==> config.mk <==
export PLATFORM = sky130hd
export DESIGN_NAME = sdrc_traffic_gen
export DESIGN_NICKNAME = d
export VERILOG_FILES = /design/src/rtl/sdrc_tg_pkg.sv /design/src/rtl/sdrc_tg_cmdq.sv /design/src/rtl/sdrc_traffic_gen.sv
export SDC_FILE = /design/constraint.sdc
export NUM_CORES = 1
export LEC_CHECK = 0
export ABC_CLOCK_PERIOD_IN_PS = 10100
export BUFFER_PORTS_ARGS = -buffer_cell sky130_fd_sc_hd__buf_2
export CORE_ASPECT_RATIO = 2
export CORE_UTILIZATION = 40
export CTS_CLUSTER_DIAMETER = 60
export DETAILED_ROUTE_END_ITERATION = 6
export PLACE_DENSITY = 0.63
export SETUP_SLACK_MARGIN = 0.02
export SYNTH_ARGS = -nofsm -noshare
export SYNTH_HDL_FRONTEND = slang
export SYNTH_HIERARCHICAL = 1
export SYNTH_SLANG_ARGS = --single-unit
export TNS_END_PERCENT = 10
==> constraint.sdc <==
create_clock -name clk -period 10.1 [get_ports clk]
set_input_delay 1.515 -clock clk [delete_from_list [all_inputs] [get_ports clk]]
set_output_delay 1.515 -clock clk [all_outputs]
set_load 0.01 [all_outputs]
==> src/rtl/sdrc_tg_pkg.sv <==
// sdrc_tg_pkg: shared types and helpers for the sdrc_core traffic generator.
//   tg_state_t  - generator FSM states
//   LFSR_POLY   - 32-bit Galois LFSR feedback polynomial
//   lfsr_next   - one Galois (right-shift) LFSR step
//   tg_qent_t   - command-queue entry {addr, len, seed}
package sdrc_tg_pkg;

    // Burst-length field width carried in the queue entry; the top-level
    // LEN_W parameter must match it.
    localparam int TG_LEN_W = 9;

    localparam logic [31:0] LFSR_POLY = 32'h8020_0003;

    typedef enum logic [2:0] {
        IDLE,
        WR_REQ,
        WR_DATA,
        RD_REQ,
        RD_DATA,
        NEXT,
        DONE
    } tg_state_t;

    typedef struct packed {
        logic [29:0]         addr;
        logic [TG_LEN_W-1:0] len;
        logic [31:0]         seed;   // data LFSR state at the first beat
    } tg_qent_t;

    function automatic logic [31:0] lfsr_next(input logic [31:0] s);
        return s[0] ? ((s >> 1) ^ LFSR_POLY) : (s >> 1);
    endfunction

endpackage

==> src/rtl/sdrc_tg_cmdq.sv <==
// sdrc_tg_cmdq: synchronous FIFO of issued write bursts, replayed as reads.
//   clk, reset_n  - clock, asynchronous active-low reset (empties the queue)
//   push, din     - write an entry
//   pop, dout     - dout shows the head entry; pop discards it
//   full, empty   - occupancy flags
module sdrc_tg_cmdq
    import sdrc_tg_pkg::*;
#(
    parameter int DEPTH = 8
) (
    input  logic     clk,
    input  logic     reset_n,
    input  logic     push,
    input  tg_qent_t din,
    input  logic     pop,
    output tg_qent_t dout,
    output logic     full,
    output logic     empty
);

    localparam int AW = $clog2(DEPTH);

    tg_qent_t        mem [DEPTH];
    logic [AW:0]     wp;
    logic [AW:0]     rp;

    // Extra pointer MSB distinguishes full from empty.
    assign empty = (wp == rp);
    assign full  = (wp[AW] != rp[AW]) && (wp[AW-1:0] == rp[AW-1:0]);
    assign dout  = mem[rp[AW-1:0]];

    always_ff @(posedge clk or negedge reset_n) begin
        if (!reset_n) begin
            wp <= '0;
            rp <= '0;
        end else begin
            if (push) wp <= wp + (AW+1)'(1);
            if (pop)  rp <= rp + (AW+1)'(1);
        end
    end

    // Storage carries no reset; only the pointers define validity.
    always_ff @(posedge clk) begin
        if (push) mem[wp[AW-1:0]] <= din;
    end

endmodule

==> src/rtl/sdrc_traffic_gen.sv <==
// sdrc_traffic_gen: self-checking write/read traffic generator for the
// sdrc_core app_* interface.
//   clk, reset_n                 - clock, asynchronous active-low reset
//   start, cfg_*                 - run control: batches, bursts/batch, seed, masks
//   app_req*, app_wr_*, app_rd_* - sdrc_core application port (master side)
//   busy, done                   - run status (done sticky until next start)
//   err_cnt, first_err_*         - saturating error count, first error location
// Beat indices reported in first_err_beat are 1-based (beat len = last beat).
// Per burst the address LFSR is used then stepped for the address, and used
// then stepped again for the length.
module sdrc_traffic_gen
    import sdrc_tg_pkg::*;
#(
    parameter int APP_DW = 32,
    parameter int QDEPTH = 8,
    parameter int LEN_W  = TG_LEN_W,
    parameter int ITER_W = 16
) (
    input  logic                    clk,
    input  logic                    reset_n,
    input  logic                    start,
    input  logic [ITER_W-1:0]       cfg_iter,
    input  logic [$clog2(QDEPTH):0] cfg_batch,
    input  logic [31:0]             cfg_seed,
    input  logic [29:0]             cfg_addr_mask,
    input  logic [LEN_W-1:0]        cfg_len_mask,
    output logic                    app_req,
    output logic [29:0]             app_req_addr,
    output logic [LEN_W-1:0]        app_req_len,
    output logic                    app_req_wr_n,
    input  logic                    app_req_ack,
    output logic [APP_DW-1:0]       app_wr_data,
    output logic [APP_DW/8-1:0]     app_wr_en_n,
    input  logic                    app_wr_next_req,
    input  logic                    app_rd_valid,
    input  logic                    app_last_rd,
    input  logic [APP_DW-1:0]       app_rd_data,
    output logic                    busy,
    output logic                    done,
    output logic [15:0]             err_cnt,
    output logic [29:0]             first_err_addr,
    output logic [LEN_W-1:0]        first_err_beat
);

    localparam int BW = $clog2(QDEPTH) + 1;

    tg_state_t         state;
    logic [31:0]       addr_lfsr, data_lfsr, rd_lfsr;
    logic [ITER_W-1:0] iter_cnt;
    logic [BW-1:0]     batch_n, wr_issued, eff_batch;
    logic [LEN_W-1:0]  beat;

    logic [31:0]       a_seed_cfg, d_seed_cfg, a_cur, a_mid, d_step, launch_seed;
    logic [29:0]       gen_addr;
    logic [LEN_W-1:0]  gen_len;
    logic              last_beat, launch_wr, launch_rd, rd_fin;
    logic              rd_mis, proto_err;
    logic [1:0]        n_err;
    logic [16:0]       err_sum;
    logic [15:0]       err_nxt;

    tg_qent_t          q_din, q_head;
    logic              q_full, q_empty;

    assign a_seed_cfg = (~cfg_seed == 32'd0) ? 32'd1 : ~cfg_seed;
    assign d_seed_cfg = (cfg_seed == 32'd0) ? 32'd1 : cfg_seed;
    // From IDLE the LFSRs are not loaded yet, so draw from the seeds directly.
    assign a_cur      = (state == IDLE) ? a_seed_cfg : addr_lfsr;
    assign a_mid      = lfsr_next(a_cur);
    assign d_step     = lfsr_next(data_lfsr);
    assign gen_addr   = a_cur[29:0] & cfg_addr_mask;
    assign gen_len    = (a_mid[LEN_W-1:0] & cfg_len_mask) + LEN_W'(1);
    assign last_beat  = (beat == app_req_len - LEN_W'(1));

    always_comb begin
        if (cfg_batch == '0)               eff_batch = BW'(1);
        else if (cfg_batch > BW'(QDEPTH))  eff_batch = BW'(QDEPTH);
        else                               eff_batch = cfg_batch;
    end

    // Transitions that start a new write burst / read burst, or end a batch.
    always_comb begin
        launch_wr   = 1'b0;
        launch_rd   = 1'b0;
        rd_fin      = 1'b0;
        launch_seed = data_lfsr;
        unique case (state)
            IDLE: begin
                launch_wr   = start && (cfg_iter != '0);
                launch_seed = d_seed_cfg;
            end
            WR_DATA: begin
                launch_seed = d_step;
                if (app_wr_next_req && last_beat) begin
                    launch_wr = (wr_issued != batch_n);
                    launch_rd = (wr_issued == batch_n);
                end
            end
            RD_DATA: begin
                if (app_rd_valid && last_beat) begin
                    launch_rd = !q_empty;
                    rd_fin    = q_empty;
                end
            end
            NEXT:    launch_wr = (iter_cnt != ITER_W'(1));
            default: ;
        endcase
    end

    assign q_din = '{addr: gen_addr, len: gen_len, seed: launch_seed};

    // Read-beat checking: data miscompare and last-beat marker errors.
    assign rd_mis    = (app_rd_data != rd_lfsr[APP_DW-1:0]);
    assign proto_err = (app_last_rd != last_beat);
    assign n_err     = {1'b0, rd_mis} + {1'b0, proto_err};
    assign err_sum   = {1'b0, err_cnt} + {15'd0, n_err};
    assign err_nxt   = err_sum[16] ? 16'hFFFF : err_sum[15:0];

    sdrc_tg_cmdq #(.DEPTH(QDEPTH)) u_cmdq (
        .clk    (clk),
        .reset_n(reset_n),
        .push   (launch_wr),
        .din    (q_din),
        .pop    (launch_rd),
        .dout   (q_head),
        .full   (q_full),
        .empty  (q_empty)
    );

    always_ff @(posedge clk or negedge reset_n) begin
        if (!reset_n) begin
            state          <= IDLE;
            addr_lfsr      <= '0;
            data_lfsr      <= '0;
            rd_lfsr        <= '0;
            iter_cnt       <= '0;
            batch_n        <= '0;
            wr_issued      <= '0;
            beat           <= '0;
            app_req        <= 1'b0;
            app_req_addr   <= '0;
            app_req_len    <= '0;
            app_req_wr_n   <= 1'b1;
            app_wr_data    <= '0;
            app_wr_en_n    <= '1;
            busy           <= 1'b0;
            done           <= 1'b0;
            err_cnt        <= '0;
            first_err_addr <= '0;
            first_err_beat <= '0;
        end else begin
            unique case (state)
                IDLE: if (start) begin
                    done           <= 1'b0;
                    err_cnt        <= '0;
                    first_err_addr <= '0;
                    first_err_beat <= '0;
                    iter_cnt       <= cfg_iter;
                    batch_n        <= eff_batch;
                    if (cfg_iter == '0) begin
                        state <= DONE;
                        done  <= 1'b1;
                    end else begin
                        busy  <= 1'b1;
                    end
                end
                WR_REQ, RD_REQ: if (app_req_ack) begin
                    app_req <= 1'b0;
                    state   <= (state == WR_REQ) ? WR_DATA : RD_DATA;
                end
                WR_DATA: if (app_wr_next_req) begin
                    data_lfsr   <= d_step;
                    app_wr_data <= d_step[APP_DW-1:0];
                    beat        <= beat + LEN_W'(1);
                    if (last_beat) app_wr_en_n <= '1;
                end
                RD_DATA: if (app_rd_valid) begin
                    rd_lfsr <= lfsr_next(rd_lfsr);
                    beat    <= beat + LEN_W'(1);
                    err_cnt <= err_nxt;
                    if (n_err != 2'd0 && err_cnt == '0) begin
                        first_err_addr <= app_req_addr;
                        first_err_beat <= beat + LEN_W'(1);
                    end
                    if (rd_fin) state <= NEXT;
                end
                NEXT: begin
                    iter_cnt <= iter_cnt - ITER_W'(1);
                    if (iter_cnt == ITER_W'(1)) begin
                        state <= DONE;
                        busy  <= 1'b0;
                        done  <= 1'b1;
                    end
                end
                DONE:    state <= IDLE;
                default: state <= IDLE;
            endcase

            // Launch a write burst: draw address/length, record it for replay.
            if (launch_wr) begin
                state        <= WR_REQ;
                app_req      <= 1'b1;
                app_req_wr_n <= 1'b0;
                app_req_addr <= gen_addr;
                app_req_len  <= gen_len;
                app_wr_data  <= launch_seed[APP_DW-1:0];
                app_wr_en_n  <= '0;
                data_lfsr    <= launch_seed;
                addr_lfsr    <= lfsr_next(a_mid);
                beat         <= '0;
                wr_issued    <= (state == WR_DATA) ? wr_issued + BW'(1) : BW'(1);
            end

            // Launch a read burst; the request registers double as the
            // working copy of the popped entry.
            if (launch_rd) begin
                state        <= RD_REQ;
                app_req      <= 1'b1;
                app_req_wr_n <= 1'b1;
                app_req_addr <= q_head.addr;
                app_req_len  <= q_head.len;
                rd_lfsr      <= q_head.seed;
                beat         <= '0;
            end
        end
    end

    a_no_push_full: assert property (@(posedge clk) disable iff (!reset_n)
        !(launch_wr && q_full));
    a_no_pop_empty: assert property (@(posedge clk) disable iff (!reset_n)
        !(launch_rd && q_empty));

endmodule
Yosys cells after proc, flatten, opt, wreduce, memory -nomap -nowiden
Memories as Yosys holds them, arrays and structs flattened.
Index checks and enable logic that the tools add are counted.
{"block": "totals", "input_bits": 130, "mem_bits_rw": 568, "regBits": 242, "n_memories": 1, "out_inout_bits": 134}
{"name": "u_cmdq.mem", "words": 8, "width": 71, "read_ports": 1, "rd_clocked_by_memory_dff": 0, "write_ports": 1, "line": "sdrc_tg_cmdq.sv:23", "rtl": "tg_qent_t mem [DEPTH];"}
{"block": "op_classes", "n_eq_ne": 26, "order_cmp": 1, "muxes": 77, "add_sub_neg": 9, "n_reduce_logical": 37, "n_bitwise": 7}
{"operator": "$mux 32", "n": 13}
{"operator": "$mux 30", "n": 5}
{"operator": "$mux 9", "n": 9}
{"operator": "$logic_not 32->1", "n": 2}
{"operator": "$mux 16", "n": 4}
{"operator": "$pmux 16 s2", "n": 2}
{"operator": "$pmux 32 s2", "n": 1}
{"operator": "$pmux 30 s2", "n": 1}
{"operator": "$pmux 9 s2", "n": 2}
{"operator": "$logic_not 16->1", "n": 2}
{"operator": "$ne 32x32->1", "n": 1}
{"operator": "$not 32->32", "n": 1}
{"operator": "$and 30x30->30", "n": 1}
{"operator": "$mux 4", "n": 7}
{"operator": "$mux 3", "n": 9}
{"operator": "$ne 4x4->1 const B", "n": 6}
{"operator": "$mux 1", "n": 19}
{"operator": "$add 9x1->9 const B", "n": 2}
{"operator": "$reduce_bool 2->1", "n": 9}
{"operator": "$add 16x2->17", "n": 1}
{"operator": "$eq 16x1->1 const B", "n": 1}
{"operator": "$ne 16x1->1 const B", "n": 1}
{"operator": "$not 3->4", "n": 4}
{"operator": "$reduce_bool 16->1", "n": 1}
{"operator": "other kinds (30)", "n": 53}

Logic depth before layout (Yosys ltp)
Gate-level depths: netlist of the first run.
{"block": "logic_depth", "ltp_word": 10, "mapped_depth": 20}

Modules after synthesis
Netlist of the first run, hierarchy kept.
{"mod": "sdrc_tg_cmdq", "cells_per_inst": 864, "area_each_um2": 21760.9, "instances": 1}
{"mod": "sdrc_traffic_gen", "cells_per_inst": 1539, "area_each_um2": 12836.1, "instances": 1}

Worst setup path before layout of the first run
No wires, ideal clock.
{"block": "synth_timing", "path_kind": "input-to-reg", "from": "input port app_wr_next_req", "to": "memory u_cmdq/mem[0][0] (netlist name), enable pin", "setup_ps": 587, "setup_slack_ps": 1899, "arrival_time_ps": 7614, "required_time_ps": 9513, "cell_stages": 9, "path_cell_list": "and3_1 clkbuf_1 nand2_1 o31a_1 buf_2 inv_2 buf_2 nand2b_1 nor3_1"}
{"block": "synth_via", "elab_chain_len": 5}
{"item": "start: declaration", "line": "sdrc_traffic_gen.sv:34", "rtl": "input logic app_wr_next_req,"}
{"item": "$logic_and 1x1->1", "line": "sdrc_traffic_gen.sv:94", "rtl": "if (app_wr_next_req && last_beat) begin"}
{"item": "$mux 1", "line": "sdrc_traffic_gen.sv:94"}
{"item": "$pmux 1 s3", "line": "sdrc_traffic_gen.sv:87", "rtl": "unique case (state)"}
{"item": "net launch_wr", "line": "sdrc_traffic_gen.sv:56", "rtl": "logic last_beat, launch_wr, launch_rd, rd_fin;"}
{"item": "$mux 1", "line": "sdrc_tg_cmdq.sv:44", "rtl": "if (push) mem[wp[AW-1:0]] <= din;"}
{"item": "$mux 1 (implied by the code)", "line": "sdrc_tg_cmdq.sv:44"}
{"item": "end: declaration", "line": "sdrc_tg_cmdq.sv:23"}
The timed path passes the listed nets, and every way through them passes these cells.

Final worst setup path of the first run
{"block": "layout_timing", "from": "register state[1]", "to": "memory u_cmdq/mem[0][52] (netlist name), enable pin"}
{"block": "layout_via", "elab_chain_len": 4, "elab_cells_between_ends": 6, "classes_between": "eq/ne (2); mux (3); reduce/logical (1)"}
{"item": "start: declaration", "line": "sdrc_traffic_gen.sv:47", "rtl": "tg_state_t state;"}
{"item": "start signal: assignment", "line": "sdrc_traffic_gen.sv:169", "rtl": "state <= (state == WR_REQ) ? WR_DATA : RD_DATA;"}
{"item": "$eq 3x3->1, or another cell as far along", "line": "sdrc_traffic_gen.sv:87"}
{"item": "$pmux 1 s3 (*)", "line": "sdrc_traffic_gen.sv:87"}
{"item": "$mux 1 (*)", "line": "sdrc_tg_cmdq.sv:44"}
{"item": "$mux 1 (implied by the code) (*)", "line": "sdrc_tg_cmdq.sv:44"}
Every way passes the cells marked *; elsewhere a longest branch is shown, timed or not.

==> metrics.txt, run 1 <==
maxcap violations 0; GRT overflow 0; pwr dens 284 mW/mm^2; Place WS 4.66 ns; port bufs 263; Synthesized Nets 2545; DRC 0; commonest non-fill, non-tap cell in the layout edfxtp_1; core footprint 0.0858 mm^2; DRT iter0 DRCs 2012; Hold Fails Final Rpt 0; final setup fails 0; Pwr Total 11.2 mW; CTS clk-pin slew, worst paths 0.06 ns; Cells after Synth 2402; Switching Share 0.355; Avg Cell Area, Syn 14.4 um^2; slew margin rel. 0.0937; Starting Density 0.403; multi-input logic area 0.0109 mm^2; combinational power share 0.287; Syn-to-layout area delta 14.5%; global-route wire length before repair 148000 um; WP data arrival 5.45 ns; hold buffers post-CTS 0; CP max FO 45; DRT Pass-1 Iters 5; total die area 0.0877 mm^2; worst skew pair latency 0.66 ns; fin crit period 5.17 ns; Sink Count 807; RSZ-0062 raised after global routing false; number of global-route vias before repair 22172; Slew Limit Fails 0; gpl congestion 0.898; clock group share of total power 0.260; Hold Path Depth 2; routed via count 21629; Root Buffer clkbuf_16; initial antenna violation count 7; CTS tree done; final WL 100000 um; Core Rows 152; Resized Gates After CTS 0; Req. time, crit path 10.37 ns; P_int 7.24 mW; final net count 2782; DIE WIDTH 210 um; Setup Skew 0.0224 ns; CTS Buf Count 72; hpwl dp 65800 um; largest net degree at the start of global routing 86; Crit. End Element flip-flop; Hold Path Class flip-flop to flip-flop; Fillers 7534; Setup WS post-layout 4.93 ns; fin util 0.462; Reg area 0.0231 mm^2; Leakage Power 14.3 nW; synthesized area 0.0346 mm^2; Max VDD drop 0.206 mV; Bufs on Longest Clock Path 3; Min Hold Slack 0.472 ns; Post-CTS Setup Bufs 0; fin crit share 0.512; die height 418 um; Worst Reg-to-Reg Cells 12; Syn. warnings 6; htree depth 3; # IOs 264; setup TNS 0 ns; slew at the pin closest to its max-slew limit 1.35 ns; Final ANT Viol Nets 0; CP Class flip-flop to flip-flop; Switching Power 3.99 mW; status complete, no violations; most frequent cells in the layout edfxtp_1 (568), nand2_1 (357), buf_2 (262); Reg power frac 0.453; Via density 5.61; Fmax achieved 193 MHz; layout cell share with drive strength beyond 1 0.246; crit path launch type flip-flop; wire per inst 26.0 um; Total GRT Usage 0.232
[flip-flops by register name (all words and copies together) (netlist names), 9 cells and up]
name	cells
addr_lfsr	32
app_req_addr	30
app_req_len	9
beat	9
data_lfsr	32
err_cnt	16
first_err_addr	30
first_err_beat	9
iter_cnt	16
rd_lfsr	32
u_cmdq/mem	568
[per-stage QoR]
stage	instance area (um^2)	std cells
finish	39600	3855
global route	39600	3854
CTS	39600	3853
detailed placement	37100	3720
global placement	37100	3720
floorplan	34600	2402
[power groups by stage]
stage                     Combinational, mW  Clock, mW  Sequential, mW
final                                  3.22       2.92            5.09
after global placement                 3.18          0            5.11
after floorplan                        1.92          0            5.04
after detailed placement               3.27          0            5.15
after CTS                              3.27       2.97            5.09
after global routing                   3.52       3.09            5.15
[layout make-up]
cell class                 count  share of cell area
sequential                   807               0.582
multi-input combinational   1424               0.274
clock buffer                  92              0.0492
timing repair buffer         306              0.0416
tap                         1155              0.0365
clock inverter                41              0.0135
inverter                      28             0.00265
antenna                        2            0.000126
[per-layer routing]
layer	vias to the layer above	global-route usage	wire length, um
met5	-	0	49
met4	8	0.0813	2710
met3	136	0.0449	7560
met2	865	0.399	50700
met1	11165	0.291	39200
li1	9455	-	-
[final timing paths]
check                                  startpoint                end  slack (ns)
worst min-delay path            first_err_beat[4]  first_err_beat[4]        0.47
max in group asynchronous                 reset_n       u_cmdq/rp[0]        7.85
min in group asynchronous                 reset_n        rd_lfsr[25]        0.79
worst min register to register  first_err_beat[4]  first_err_beat[4]        0.47
worst max-delay path                     state[1]  u_cmdq/mem[0][52]        4.93
worst max register to register           state[1]  u_cmdq/mem[0][52]        4.93
[critical path: stages (launching register included)]
cell      delay, ns
dfrtp_2        0.48
buf_4          0.36
nor3_1         0.65
and2_1         0.22
buf_4          0.34
and2_1         0.24
nor2_1         0.10
o31a_2         0.29
inv_2          0.14
nand2b_1       0.22
nor3_2         0.42
buf_4          0.50
buf_4          0.72
Note: power is estimated with default switching activity, not from simulation.
==> run 2: changes to the inputs <==
--- a/config.mk
+++ b/config.mk
@@ -5,13 +5,13 @@
 export SDC_FILE = /design/constraint.sdc
 export NUM_CORES = 1
 export LEC_CHECK = 0
-export ABC_CLOCK_PERIOD_IN_PS = 10100
+export ABC_CLOCK_PERIOD_IN_PS = 4400
 export BUFFER_PORTS_ARGS = -buffer_cell sky130_fd_sc_hd__buf_2
 export CORE_ASPECT_RATIO = 2
 export CORE_UTILIZATION = 40
 export CTS_CLUSTER_DIAMETER = 60
 export DETAILED_ROUTE_END_ITERATION = 6
-export PLACE_DENSITY = 0.63
+export PLACE_DENSITY = 0.65
 export SETUP_SLACK_MARGIN = 0.02
 export SYNTH_ARGS = -nofsm -noshare
 export SYNTH_HDL_FRONTEND = slang
==> constraint.sdc (replaced) <==
create_clock -name clk -period 4.4 [get_ports clk]
set_input_delay 0.66 -clock clk [delete_from_list [all_inputs] [get_ports clk]]
set_output_delay 0.66 -clock clk [all_outputs]
set_load 0.01 [all_outputs]
==> run 2 against run 1 <==
Effect of this change: sequential power increased by 130%; final cell count up 1.5%; clock power is 130% higher; utilization rose by 0.71 points; final area rose by 1.5%; routed wire length shrank 2.6%; global-route usage down 0.65 points; non-clock buffer count is 44 higher; highest routed layer unchanged.
==> metrics.txt, run 2 (synthesized netlist as in run 1, its figures left out) <==
Crit. End Element flip-flop; DRT Pass-1 Iters 5; Fmax achieved 237 MHz; layout cell share with drive strength beyond 1 0.265; slew at the pin closest to its max-slew limit 1.35 ns; core footprint 0.0858 mm^2; htree depth 3; worst r2r src app_req_len[0]; final net count 2831; total die area 0.0877 mm^2; setup TNS 0 ns; Via density 5.61; Post-CTS Setup Bufs 0; commonest non-fill, non-tap cell in the layout edfxtp_1; Setup Skew 0.0266 ns; fin crit share 0.960; Placed Area 0.0376 mm^2; CTS tree done; routed via count 21952; most frequent cells in the layout edfxtp_1 (568), nand2_1 (357), buf_2 (262); wire per inst 25.0 um; Req. time, crit path 4.96 ns; Final ANT Viol Nets 0; CTS clk-pin slew, worst paths 0.07 ns; Bufs on Longest Clock Path 3; P_int 16.8 mW; GRT overflow 0; Final Cell Area 0.0402 mm^2; Switching Share 0.350; die height 418 um; port bufs 263; Sink Count 807; Root Buffer clkbuf_16; Fillers 7392; pwr dens 643 mW/mm^2; non-filler instance count after layout 3911; gpl congestion 0.911; clock group share of total power 0.261; Hold Fails Final Rpt 0; Core Rows 152; slew margin rel. 0.0894; fin util 0.469; Syn-to-layout area delta 16.2%; Total GRT Usage 0.225; Reg power frac 0.446; maxcap violations 0; Switching Power 9.04 mW; Hold Path Class input port to asynchronous set/reset pin; CP max FO 11; combinational power share 0.293; CTS Buf Count 77; number of global-route vias before repair 22208; hpwl dp 63200 um; global-route wire length before repair 144000 um; crit path launch type flip-flop; # IOs 264; DRT iter0 DRCs 2038; status complete, no violations; DRC 0; initial antenna violation count 17; WP data arrival 4.78 ns; Starting Density 0.403; Worst Reg-to-Reg Cells 15; final WL 97700 um; Pwr Total 25.9 mW; CP Class flip-flop to flip-flop; R2R setup slack 0.18 ns; DIE WIDTH 210 um; Leakage Power 14.6 nW; final setup fails 0; max FFs per register 568; largest net degree at the start of global routing 145; fin crit period 4.22 ns; Max VDD drop 0.488 mV; RSZ-0062 raised after global routing true; Slew Limit Fails 0; placed cells 3764; worst skew pair latency 0.66 ns; Critical R2R Capture err_cnt[7]
run 2: power groups by stage:
stage                     sequential, mW  clock [mW]  combinational [mW]
after floorplan                     11.5           0                4.45
after global placement              11.6           0                7.42
after detailed placement            11.7           0                7.62
after CTS                           11.5        6.90                7.64
after global routing                11.7        7.16                8.25
final                               11.5        6.75                7.57
run 2: worst max path at each step:
| stage | slack (ns) | startpoint | to |
|---|---|---|---|
| finish | 0.18 | app_req_len[0] | err_cnt[7] |
| global route | 0.01 | app_req_len[0] | err_cnt[7] |
| CTS | 0.06 | app_req_len[1] | err_cnt[7] |
| detailed placement | -0.17 | app_rd_data[23] | err_cnt[7] |
| global placement | -0.04 | app_rd_data[5] | err_cnt[7] |
| floorplan | -0.13 | app_req_len[0] | u_cmdq/mem[6][0] |
run 2: timing repair:
action | in CTS | in global routing
gates resized for setup | 1 | 10
hold buffers | 0 | 0
pin swaps | 0 | 4
endpoints found under the setup margin | 3 | 13
run 2: stage by stage:
step           hold WS [ns]  setup WS [ns]
6_report             0.0357          0.178
5_1_grt              0.0678         0.0134
4_1_cts              0.0439         0.0594
3_5_place_dp          0.456         -0.172
3_3_place_gp          0.452        -0.0379
2_1_floorplan         0.364         -0.133
run 2: per-layer routing:
layer,up-vias,track usage,part of all wire
li1,9573,-,-
met1,11288,0.288,0.40
met2,883,0.382,0.50
met3,186,0.0414,0.068
met4,22,0.0825,0.032
met5,-,0,0.0015
run 2: area by class of cell:
class	instances	area, um^2	share of cell area
clock buffers	103	2160	0.0537
well taps	1155	1450	0.0359
diodes	3	7.51	0.000187
flip-flops and latches	807	23100	0.573
multi-input cells	1424	10900	0.272
clock inverters	41	410	0.0102
repair buffers	350	2100	0.0523
inverters	28	105	0.00261
run 2: worst max-delay path, cell delays in order (launching register included):
cell and delay [ns]:
dfrtp_2 0.43, nor3_2 0.18, nand3_1 0.11, or4bb_1 0.53, and3b_4 0.21, or2_4 0.28
xnor2_1 0.15, ha_1 0.29, ha_1 0.16, inv_1 0.07, fa_1 0.41, or4_4 0.55
or2_4 0.30, o21ai_0 0.10, a21oi_1 0.09, a311oi_1 0.27
==> run 3: changes to the inputs <==
--- a/config.mk
+++ b/config.mk
@@ -11,6 +11,7 @@
 export CORE_UTILIZATION = 40
 export CTS_CLUSTER_DIAMETER = 60
 export DETAILED_ROUTE_END_ITERATION = 6
+export MAX_ROUTING_LAYER = met4
 export PLACE_DENSITY = 0.65
 export SETUP_SLACK_MARGIN = 0.02
 export SYNTH_ARGS = -nofsm -noshare
==> run 3 against run 2 <==
Effect of this change: maximum frequency is 2.1% higher; final area is 0.26% lower; worst setup slack improved by 0.087 ns; sequential power about the same; global-route usage up 0.87 points; largest power group unchanged.
==> metrics.txt, run 3 (synthesized netlist as in run 1, its figures left out) <==
htree depth 3; Setup WS post-layout 0.264 ns; Slew Limit Fails 0; final WL 98900 um; crit path launch type flip-flop; CP max FO 5; Max VDD drop 0.381 mV; RSZ-0062 raised after global routing false; Hold Path Class input port to asynchronous set/reset pin; status complete, no violations; Req. time, crit path 4.95 ns; hpwl dp 64500 um; Placed Area 0.0376 mm^2; Via density 5.57; final net count 2836; DRT iter0 DRCs 1900; gpl congestion 0.941; Hold Fails Final Rpt 0; Place WS -0.0603 ns; DRC 0; CTS Buf Count 74; Core Rows 152; setup TNS 0 ns; fin crit period 4.14 ns; maxcap violations 0; layout cell share with drive strength beyond 1 0.264; DIE WIDTH 210 um; WP data arrival 4.69 ns; crit-path leading delay family simple AND/OR/NAND/NOR gates; # IOs 264; port bufs 263; CP Class flip-flop to flip-flop; wire per inst 25.2 um; CP cell instances nor3_1 -> nand3_1 -> or4bb_1 -> and3b_4 -> or2_4 -> xnor2_1 -> ha_1 -> ha_1 -> inv_1 -> fa_2 -> or4_4 -> or2_2 -> and4_1 -> nor3_1; fin util 0.468; multi-input logic area 0.0109 mm^2; global-route wire length before repair 146000 um; Crit. End Element flip-flop; slowest stage cell, crit path or4_4; pwr dens 638 mW/mm^2; Bufs on Longest Clock Path 3; number of global-route vias before repair 22341; CTS clk-pin slew, worst paths 0.07 ns; Leakage Power 14.6 nW; die height 418 um; slew at the pin closest to its max-slew limit 1.22 ns; Final ANT Viol Nets 0; R2R setup slack 0.26 ns; core footprint 0.0858 mm^2; CTS tree done; routed via count 21880; most frequent cells in the layout edfxtp_1 (568), nand2_1 (357), buf_2 (262); Sink Count 807; Min Hold Slack 0.0395 ns; Starting Density 0.403; final setup fails 0; Reg area 0.0231 mm^2; Syn-to-layout area delta 15.9%; worst skew pair latency 0.65 ns; max FFs per register 568; DRT Pass-1 Iters 5; Fillers 7500; slew margin rel. 0.181; fin crit share 0.940; placed cells 3767; largest net degree at the start of global routing 145; Fmax achieved 242 MHz; GRT overflow 0; worst path bufs/invs 1; commonest non-fill, non-tap cell in the layout edfxtp_1; initial antenna violation count 15; Setup Skew 0.0244 ns; Root Buffer clkbuf_16; non-filler instance count after layout 3929; Pwr Total 25.6 mW; CP max stage delay 0.55 ns; total die area 0.0877 mm^2; Total GRT Usage 0.234; Final Cell Area 0.0401 mm^2
==> run 3: cell count changes in the layout (fill, tap and decap cells not counted), sizes merged <==
| cell | before | now |
|---|---|---|
| clkbuf | 103 | 96 |
| buf | 350 | 356 |
| diode | 3 | 19 |
| clkinv | 30 | 29 |
| clkinvlp | 0 | 5 |
| inv | 35 | 33 |
| or2 | 5 | 6 |
==> run 3: area by class of cell <==
type / instances / area share
antenna: 19 / 0.00119
clock buffer: 95 / 0.0507
clock inverter: 43 / 0.00920
inverter: 28 / 0.00262
multi-input combinational: 1425 / 0.272
sequential: 807 / 0.575
tap: 1155 / 0.0360
timing repair buffer: 357 / 0.0532
==> run 3: final timing paths <==
check,cells after the start,endpoint,start
worst max register to register,14,err_cnt[11],app_req_len[1]
min in group clk,3,iter_cnt[3],cfg_iter[3]
worst max-delay path,14,err_cnt[11],app_req_len[1]
worst min register to register,2,first_err_addr[10],first_err_addr[10]
max in group asynchronous,2,app_req_addr[8],reset_n
worst min-delay path,1,rd_lfsr[23],reset_n
==> run 3: timing repair <==
| action | CTS | global route |
|---|---|---|
| endpoints found under the setup margin | 2 | 12 |
| hold buffers | 0 | 0 |
| cloned | 0 | 1 |
| buffers inserted | 0 | 3 |
| gates resized for setup | 1 | 7 |
| pin swaps | 0 | 4 |
==> run 3: worst register-to-register path, stage by stage (launching register included) <==
cell and delay [ns]:
dfrtp_2 0.43, nor3_1 0.19, nand3_1 0.12, or4bb_1 0.50
and3b_4 0.20, or2_4 0.27, xnor2_1 0.15, ha_1 0.28
ha_1 0.16, inv_1 0.06, fa_2 0.36, or4_4 0.55
or2_2 0.36, and4_1 0.23, nor3_1 0.16
==> run 3: layer usage <==
metal / track usage / vias to the layer above / share of wire
met1: 0.284 / 11252 / 0.39
li1: - / 9601 / -
met4: 0.0683 / 0 / 0.024
met2: 0.398 / 881 / 0.52
met5: - / - / 0
met3: 0.0431 / 146 / 0.068
==> run 3: where the power goes <==
group,internal [mW],leakage [nW],total (mW),switching (mW)
registers,10.7,8.22,11.5,0.882
logic,2.43,5.17,7.64,5.21
clock network,3.54,1.17,6.41,2.88
total,16.6,14.6,25.6,8.97
